==> src/rtl/eth_pkg.sv <==
// Shared types and constants for the 10BASE-T Manchester frame transmitter.
// Optional CRC-32 FCS generation is enabled by defining ETH_FCS_GEN_EN.
package eth_pkg;

  typedef enum logic [2:0] {
    IDLE_s,
    PRE_s,
    DATA_s,
    FCS_s,
    TPIDLE_s
  } state_e;

  localparam logic [7:0]  PREAMBLE_BYTE = 8'h55;
  localparam logic [7:0]  SFD_BYTE      = 8'hD5;
  localparam int unsigned PRE_BYTES     = 7;
  localparam logic [31:0] CRC_POLY      = 32'hEDB88320;
  localparam logic [31:0] CRC_INIT      = 32'hFFFFFFFF;

endpackage

==> src/rtl/eth_crc32.sv <==
// Bit-serial reflected CRC-32 used for the Ethernet FCS.
// Only instantiated when ETH_FCS_GEN_EN is defined.
module eth_crc32
  import eth_pkg::*;
(
  input  logic        clk,
  input  logic        resetn,
  input  logic        init,
  input  logic        en,
  input  logic        bit_in,
  output logic [31:0] crc
);

  logic [31:0] crc_q, crc_d;

  always_comb begin
    crc_d = crc_q;
    if (init) begin
      crc_d = CRC_INIT;
    end else if (en) begin
      crc_d = (crc_q >> 1) ^ ((crc_q[0] ^ bit_in) ? CRC_POLY : 32'h0);
    end
  end

  always_ff @(posedge clk or negedge resetn) begin
    if (!resetn) begin
      crc_q <= CRC_INIT;
    end else begin
      crc_q <= crc_d;
    end
  end

  assign crc = crc_q;

endmodule

==> src/rtl/eth_frame_tx.sv <==
// 10BASE-T Manchester frame transmitter: preamble/SFD, buffered payload, optional FCS,
// TP_IDL and normal link pulses while idle. Define ETH_FCS_GEN_EN to append a generated FCS.
module eth_frame_tx
  import eth_pkg::*;
#(
  parameter int unsigned DEPTH       = 128,
  parameter int unsigned TP_IDLE_CYC = 6,
  parameter int unsigned NLP_PERIOD  = 320000,
  parameter int unsigned NLP_WIDTH   = 2,
  localparam int unsigned AW         = $clog2(DEPTH)
) (
  input  logic          clk,
  input  logic          resetn,
  input  logic          wr_en,
  input  logic [AW-1:0] wr_addr,
  input  logic [7:0]    wr_data,
  input  logic [AW:0]   frame_len,
  input  logic          transmit,
  output logic          busy,
  output logic          done,
  output logic          wr_err,
  output logic          eth_data_s,
  output logic          Tx_w
);

  localparam logic [AW:0] DepthLen = (AW+1)'(DEPTH);
  localparam logic [7:0]  PreLast  = 8'd127;  // 8 bytes x 16 half-bits
  localparam logic [7:0]  TpLast   = 8'(TP_IDLE_CYC - 1);
  localparam logic [31:0] NlpLast  = 32'(NLP_PERIOD - 1);
`ifdef ETH_FCS_GEN_EN
  localparam state_e AfterData = FCS_s;
`else
  localparam state_e AfterData = TPIDLE_s;
`endif

  state_e        state_q, state_d;
  logic [7:0]    cnt_q, cnt_d;
  logic [7:0]    byte_q, byte_d;
  logic [AW-1:0] addr_q, addr_d;
  logic [AW:0]   left_q, left_d;
  logic [31:0]   nlp_timer_q, nlp_timer_d;
  logic [7:0]    pulse_cnt_q, pulse_cnt_d;
  logic          pending_q, pending_d;
  logic          start;
  logic [7:0]    pre_cur;
  logic [7:0]    mem_q [DEPTH];

`ifdef ETH_FCS_GEN_EN
  logic [31:0] crc;
  logic [31:0] fcs;

  eth_crc32 u_crc (
    .clk    (clk),
    .resetn (resetn),
    .init   (start),
    .en     (state_q == DATA_s && cnt_q[0]),
    .bit_in (byte_q[cnt_q[3:1]]),
    .crc    (crc)
  );

  assign fcs = ~crc;
`endif

  always_comb begin
    state_d     = state_q;
    cnt_d       = cnt_q;
    byte_d      = byte_q;
    addr_d      = addr_q;
    left_d      = left_q;
    nlp_timer_d = nlp_timer_q;
    pulse_cnt_d = pulse_cnt_q;
    pending_d   = pending_q;
    start       = 1'b0;
    unique case (state_q)
      IDLE_s: begin
        nlp_timer_d = (nlp_timer_q == NlpLast) ? '0 : nlp_timer_q + 32'd1;
        if (pulse_cnt_q != '0) begin
          // A request during a link pulse is held and launched right after it.
          pulse_cnt_d = pulse_cnt_q - 8'd1;
          pending_d   = pending_q | transmit;
          start       = (pulse_cnt_q == 8'd1) && (pending_q || transmit);
        end else if (transmit) begin
          start = 1'b1;
        end else if (nlp_timer_q == NlpLast) begin
          pulse_cnt_d = 8'(NLP_WIDTH);
        end
        if (start) begin
          state_d     = PRE_s;
          cnt_d       = '0;
          addr_d      = '0;
          pending_d   = 1'b0;
          pulse_cnt_d = '0;
          nlp_timer_d = '0;
          left_d      = (frame_len > DepthLen) ? DepthLen : frame_len;
        end
      end
      PRE_s: begin
        cnt_d = cnt_q + 8'd1;
        if (cnt_q == PreLast) begin
          cnt_d = '0;
          if (left_q == '0) begin
            state_d = AfterData;
          end else begin
            state_d = DATA_s;
            byte_d  = mem_q[addr_q];
            addr_d  = addr_q + AW'(1);
          end
        end
      end
      DATA_s: begin
        cnt_d = cnt_q + 8'd1;
        if (cnt_q == 8'd15) begin
          cnt_d  = '0;
          left_d = left_q - (AW+1)'(1);
          if (left_q == (AW+1)'(1)) begin
            state_d = AfterData;
          end else begin
            byte_d = mem_q[addr_q];
            addr_d = addr_q + AW'(1);
          end
        end
      end
      FCS_s: begin
        cnt_d = cnt_q + 8'd1;
        if (cnt_q == 8'd63) begin
          cnt_d   = '0;
          state_d = TPIDLE_s;
        end
      end
      TPIDLE_s: begin
        cnt_d = cnt_q + 8'd1;
        if (cnt_q == TpLast) begin
          cnt_d       = '0;
          state_d     = IDLE_s;
          nlp_timer_d = '0;
        end
      end
      default: state_d = IDLE_s;
    endcase
  end

  always_comb begin
    pre_cur    = (cnt_q[6:4] == 3'(PRE_BYTES)) ? SFD_BYTE : PREAMBLE_BYTE;
    busy       = (state_q != IDLE_s);
    Tx_w       = busy;
    eth_data_s = 1'b0;
    unique case (state_q)
      IDLE_s: begin
        Tx_w       = (pulse_cnt_q != '0);
        eth_data_s = (pulse_cnt_q != '0);
      end
      PRE_s:    eth_data_s = ~(cnt_q[0] ^ pre_cur[cnt_q[3:1]]);
      DATA_s:   eth_data_s = ~(cnt_q[0] ^ byte_q[cnt_q[3:1]]);
`ifdef ETH_FCS_GEN_EN
      FCS_s:    eth_data_s = ~(cnt_q[0] ^ fcs[cnt_q[5:1]]);
`else
      FCS_s:    eth_data_s = 1'b0;
`endif
      TPIDLE_s: eth_data_s = 1'b1;
      default:  eth_data_s = 1'b0;
    endcase
  end

  assign done   = (state_q == TPIDLE_s) && (cnt_q == TpLast);
  assign wr_err = wr_en & busy;

  always_ff @(posedge clk or negedge resetn) begin
    if (!resetn) begin
      state_q     <= IDLE_s;
      cnt_q       <= '0;
      byte_q      <= '0;
      addr_q      <= '0;
      left_q      <= '0;
      nlp_timer_q <= '0;
      pulse_cnt_q <= '0;
      pending_q   <= 1'b0;
    end else begin
      state_q     <= state_d;
      cnt_q       <= cnt_d;
      byte_q      <= byte_d;
      addr_q      <= addr_d;
      left_q      <= left_d;
      nlp_timer_q <= nlp_timer_d;
      pulse_cnt_q <= pulse_cnt_d;
      pending_q   <= pending_d;
    end
  end

  always_ff @(posedge clk) begin
    if (wr_en && !busy) begin
      mem_q[wr_addr] <= wr_data;
    end
  end

endmodule

==> config.mk <==
export PLATFORM = sky130hd
export DESIGN_NAME = eth_frame_tx
export DESIGN_NICKNAME = d
export VERILOG_FILES = /design/src/rtl/eth_pkg.sv /design/src/rtl/eth_crc32.sv /design/src/rtl/eth_frame_tx.sv
export SDC_FILE = /design/constraint.sdc
export NUM_CORES = 1
export LEC_CHECK = 0
export ABC_AREA = 1
export ABC_CLOCK_PERIOD_IN_PS = 2500
export BUFFER_PORTS_ARGS = -buffer_cell sky130_fd_sc_hd__buf_2
export CORE_AREA = 5 5 468 239
export CTS_CLUSTER_SIZE = 10
export DETAILED_ROUTE_END_ITERATION = 12
export DIE_AREA = 0 0 473 244
export MAX_ROUTING_LAYER = met4
export PLACE_DENSITY = 0.63
export SYNTH_ARGS = -nofsm -noshare
export SYNTH_HDL_FRONTEND = slang
export SYNTH_SLANG_ARGS = --single-unit
==> constraint.sdc <==
create_clock -name clk -period 2.5 [get_ports clk]
set_input_delay 0.125 -clock clk [delete_from_list [all_inputs] [get_ports clk]]
set_output_delay 0.125 -clock clk [all_outputs]
set_load 0.02 [all_outputs]
-- After elaboration in Yosys (flattened, before gate mapping)
Memories as Yosys holds them, arrays and structs flattened.
Cells that the tools add are included.
- add/subtract/negate cells: 5
- $mul: 0
- div/mod/pow operators: 0
- order comparisons: 2
- equal/unequal tests: 21
- shift-type cells: 0
- mux-type cells: 51
- bitwise gates (word level): 6
- reductions and logical operators: 24
- operators by type and width (kind ; number):
    2-to-1 mux 8 bit ; 17
    2-to-1 mux 32 bit ; 3
    one-hot mux 32 bit (2 select lines) ; 1
    one-hot mux 8 bit (5 select lines) ; 1
    2-to-1 mux 7 bit ; 5
    adder 32 x 1 -> 32 bit (second input constant) ; 1
    == test 32 x 19 -> 1 bit (second input constant) ; 1
    one-hot mux 8 bit (2 select lines) ; 2
    2-to-1 mux 3 bit ; 7
    one-hot mux 7 bit (3 select lines) ; 1
    == test 8 x 1 -> 1 bit (second input constant) ; 2
    subtractor 8 x 1 -> 8 bit (second input constant) ; 2
    one-hot mux 3 bit (5 select lines) ; 1
    != test 2 bit (second input constant) ; 7
    AND reduction 6 bit ; 2
    2-to-1 mux 1 bit ; 10
    nonzero test 3 bit ; 3
    adder 8 x 1 -> 8 bit (second input constant) ; 1
    == test 8 x 3 -> 1 bit (second input constant) ; 1
    == test 8 x 4 -> 1 bit (second input constant) ; 1
    == test 8 x 6 -> 1 bit (second input constant) ; 1
    == test 8 x 7 -> 1 bit (second input constant) ; 1
    greater-than comparator 8 bit (second input constant) ; 1
    zero test 8 bit ; 1
    other kinds (23) ; 36
- flip-flop bits (word level): 75
- bits in latches: 0
- bits in writable memories: 1024
- memory bits (read-only): 0
- output and inout bits: 5
- memories: 1
- memories (memory ; depth ; bits a word ; read ports ; clocked after Yosys merged registers in ; wr ports ; line ; text):
    mem_q ; 128 ; 8 ; 1 ; 0 ; 1 ; eth_frame_tx.sv:46 ; logic [7:0] mem_q [DEPTH];

-- Longest topological paths before layout
- depth after elaboration: 7
- gate-level depth with buffers: 17

-- Least setup slack after synthesis
OpenSTA, ideal clock, no wires.
- path type: register -> register
- start: register state_q[0]
- end: memory mem_q[32][0], enable pin
- library setup time: 370 ps
- arrival time: 1910 ps
- setup slack: 220 ps
- cell stages (with the launch flop): 9
- path buffers: 1
- clock period less this slack: 2280 ps
- cell sequence: dfrtp_1 -> nor2_1 -> nand2_1 -> nor2_1 -> inv_1 -> nor2_1 -> nand2_1 -> clkbuf_1 -> nor2_1
- cells in the longest elaborated chain, start to end: 5
- ends and longest elaborated chain (item ; line ; text):
    start, declared ; eth_frame_tx.sv:36 ; state_e state_q, state_d;
    start signal, assigned ; eth_frame_tx.sv:169 ; state_q <= IDLE_s;
    start signal, assigned ; eth_frame_tx.sv:178 ; state_q <= state_d;
    nonzero test 3 bit ; eth_frame_tx.sv:144 ; busy = (state_q != IDLE_s);
    net busy ; eth_frame_tx.sv:19 ; output logic busy,
    zero test 1 bit ; eth_frame_tx.sv:190 ; if (wr_en && !busy) begin
    logical AND 1 bit ; eth_frame_tx.sv:190 ;
    2-to-1 mux 1 bit ; eth_frame_tx.sv:190 ;
    2-to-1 mux 1 bit (implied by the code) ; eth_frame_tx.sv:191 ; mem_q[wr_addr] <= wr_data;
    end, declared ; eth_frame_tx.sv:46 ;
The timed path passes the listed nets, and every way through them passes these cells.

-- Final worst setup path
- start: register addr_q[0]
- end: register byte_q[7]
- cells in the longest elaborated chain, start to end: 4
- ends and longest elaborated chain (item ; line ; text):
    start, declared ; eth_frame_tx.sv:39 ; logic [AW-1:0] addr_q, addr_d;
    start signal, assigned ; eth_frame_tx.sv:181 ; addr_q <= addr_d;
    memory (128 x 8 bit) (*) ; n/a ;
    2-to-1 mux 8 bit, on equally long branches ; eth_frame_tx.sv:115, eth_frame_tx.sv:101 ;
    2-to-1 mux 8 bit, on equally long branches ; eth_frame_tx.sv:112, eth_frame_tx.sv:99 ;
    one-hot mux 8 bit (2 select lines) (*) ; eth_frame_tx.sv:74 ; unique case (state_q)
    end signal, assigned ; eth_frame_tx.sv:180 ; byte_q <= byte_d;
    end, declared ; eth_frame_tx.sv:38 ; logic [7:0] byte_q, byte_d;
Every way passes the cells marked *; elsewhere a longest branch is shown, timed or not. The select of a mux whose other input is x is not followed.
A chain may end at the register's enable or synchronous reset.

==> impl_metrics.json <==
{
  "grt_start_max_net_pins": 129,
  "final_common_cell": "nand2_1",
  "slowest_delay_ns": 0.57,
  "row_count": 85,
  "via_per_inst": 5.34,
  "ir_drop_mv": 0.541,
  "drt-total-wl_um": 132000,
  "clkTransAtPathRegs_ns": 0.06,
  "syn_nets": 4705,
  "async_flop_share_pct": 6.82,
  "synth-edff-count": 1024,
  "core_area_um2": 107000,
  "htreeDepth": 3,
  "synthCells": 4669,
  "path_max_fanout": 44,
  "clockRootBuffer": "clkbuf_16",
  "worstMarginPinSlew_ns": 0.820,
  "fin_hold_ws_ns": 0.0342,
  "drive_above_1_share_pct": 10.5,
  "syn_area_um2": 47900,
  "gp_congestion": 0.957,
  "drt_iter0_markers": 3857,
  "pin_count": 32,
  "finalSetupViolCount": 0,
  "critPathMostFrequentCell": "nand2_1",
  "final-seq-area_um2": 32600,
  "multiInputGateArea_um2": 12700,
  "final_max_slew_viol_count": 0,
  "portBuffers": 31,
  "critical_path_class": "reg -> reg",
  "gr-total-overflow": 0,
  "maxCapViolations": 0,
  "finish.utilization_pct": 52.0,
  "leakagePower_nw": 22.2,
  "reg2reg_slack_ns": 0.06,
  "syn_avg_cell_area_um2": 10.3,
  "endpoint_kind": "flop",
  "crit_family": "simple AND/OR/NAND/NOR gates",
  "worstSetupStartpointType": "flop",
  "grt_pass1_wl_um": 201000,
  "crit_chain": "clkinv_16 > buf_12 > buf_6 > nand2_1 > nand3_1 > nand2_1 > nand2_1 > nand2_1 > nor2_1 > nand2_2 > nand3_1 > nand3_1 > nand3_1 > nand2_1",
  "gr-usage-all-layers_pct": 23.3,
  "syn2layout_area_growth_pct": 16.2,
  "crit_path_top_delay_cell": "dfrtp_4",
  "nFillCells": 9399,
  "min_period_ns": 2.44,
  "grt_antenna_before_repair": 3,
  "dp_hpwl_um": 82600,
  "die_area_um2": 115000,
  "start_util_pct": 44.7,
  "final_cell_mix": "nand2_1 (1393), edfxtp_1 (1024), nor2_1 (571)",
  "power.density_nw_per_um2": 662,
  "clock_sinks": 1099,
  "cp.required_ns": 3.13,
  "arrival_ns": 3.06,
  "slew_headroom_pct": 45.3,
  "vias": 34400,
  "worst_clock_skew_ns": 0.0415,
  "cts_buffer_depth": 3,
  "hold_path_class": "in -> reg",
  "grt_pass1_vias": 33300,
  "post-place-ws_ns": -0.0801,
  "fmax_mhz": 410,
  "cts_tree": "done",
  "synth_seq_cells": 1099,
  "synthFlopType": "edfxtp_1",
  "numCtsBuffers": 120,
  "period_share_pct": 97.5,
  "outcome": "completed",
  "wl_per_cell_um": 20.5,
  "ant_nets": 0,
  "dr.pass1.iters": 7,
  "insertion_delay_ns": 0.74,
  "hold_viol": 0,
  "setup_slack_ns": 0.0622,
  "fin_nets": 4953,
  "drc": 0,
  "cp.buffers_inverters": 3,
  "ys_warn_count": 0,
  "die_w_um": 473,
  "yosysSeqAreaShare_pct": 68.2,
  "die_h_um": 244,
  "fin_setup_tns_ns": 0,
  "synth.distinct_cells": 43
}
==> routing by layer <==
| metal | up-vias | GRT usage, % | wire length, um |
|---|---|---|---|
| li1 | 16100 | - | - |
| met1 | 16800 | 32.3 | 57600 |
| met2 | 1329 | 35.6 | 59800 |
| met3 | 228 | 4.74 | 11800 |
| met4 | 0 | 5.56 | 2980 |
| met5 | - | - | 0 |
==> state kept, by name (all words and copies together) (netlist names) <==
name	count
cnt_q	8
byte_q	8
addr_q	7
left_q	8
pulse_cnt_q	8
nlp_timer_q	32
pending_q	1
mem_q	1024
state_q	3
==> area by class of cell <==
type / count / area share, %
flip-flops and latches: 1099 / 58.7
clock buffers: 199 / 5.97
multi-input cells: 2924 / 22.8
repair buffers: 351 / 6.08
diodes: 2 / 0.00900
clock inverters: 9 / 0.306
inverters: 421 / 2.92
well taps: 1435 / 3.23
==> cells by family after synthesis <==
logic type / Yosys count / synth area share [%]
AND/OR/NAND/NOR: 2532 / 21.6
flip-flops: 1099 / 68.2
buffers and inverters: 646 / 5.45
AO/OA/AOI/OAI: 356 / 4.02
XOR/XNOR: 27 / 0.494
adder cells (fa/ha/maj): 9 / 0.235
==> where the power goes <==
| part | switching, W | total (W) | internal, W |
|---|---|---|---|
| registers | 0.000000478 | 0.0201 | 0.0201 |
| logic | 0.000438 | 0.000545 | 0.000108 |
| clock network | 0.00711 | 0.0162 | 0.00908 |
| total | 0.00755 | 0.0368 | 0.0293 |
==> path summary, 6_finish.rpt <==
check / to / start / cells after the start
setup / recovery: byte_q[7] / addr_q[0] / 14
hold / removal: mem_q[63][4] / wr_data[4] / 2
setup reg to reg: byte_q[7] / addr_q[0] / 14
hold reg to reg: pending_q / pending_q / 1
max in group asynchronous: cnt_q[2] / resetn / 4
min in group asynchronous: nlp_timer_q[14] / resetn / 4
==> stage by stage <==
stage	area [um^2]	instances	power, W
3_3_place_gp	51700	6199	0.0210
6_report	55600	6440	0.0368
2_1_floorplan	47900	4669	0.0205
5_1_grt	55600	6440	0.0380
4_1_cts	55400	6432	0.0371
3_5_place_dp	51700	6199	0.0210
==> cells in the mapped netlist, types with 19 or more instances <==
library cell	instances	area [um^2]
a21oi_1	47	235
buf_1	28	105
buf_2	122	611
clkbuf_1	68	255
dfrtp_1	75	1880
edfxtp_1	1024	30700
inv_1	399	1500
nand2_1	1396	5240
nand3_1	467	2340
nand4_1	19	119
nor2_1	575	2160
nor3_1	29	145
o211ai_1	38	285
o21ai_0	223	1120
o21ai_1	22	110
xor2_1	24	210
==> timing repair <==
action	4_1_cts	5_1_grt
pin swaps	1	2
setup buffers	1	4
resized for setup	7	30
endpoints found under the setup margin	3	107
hold buffers	24	0
endpoints found under the hold margin	337	0
cloned	0	2
Note: power is estimated with default switching activity, not from simulation.
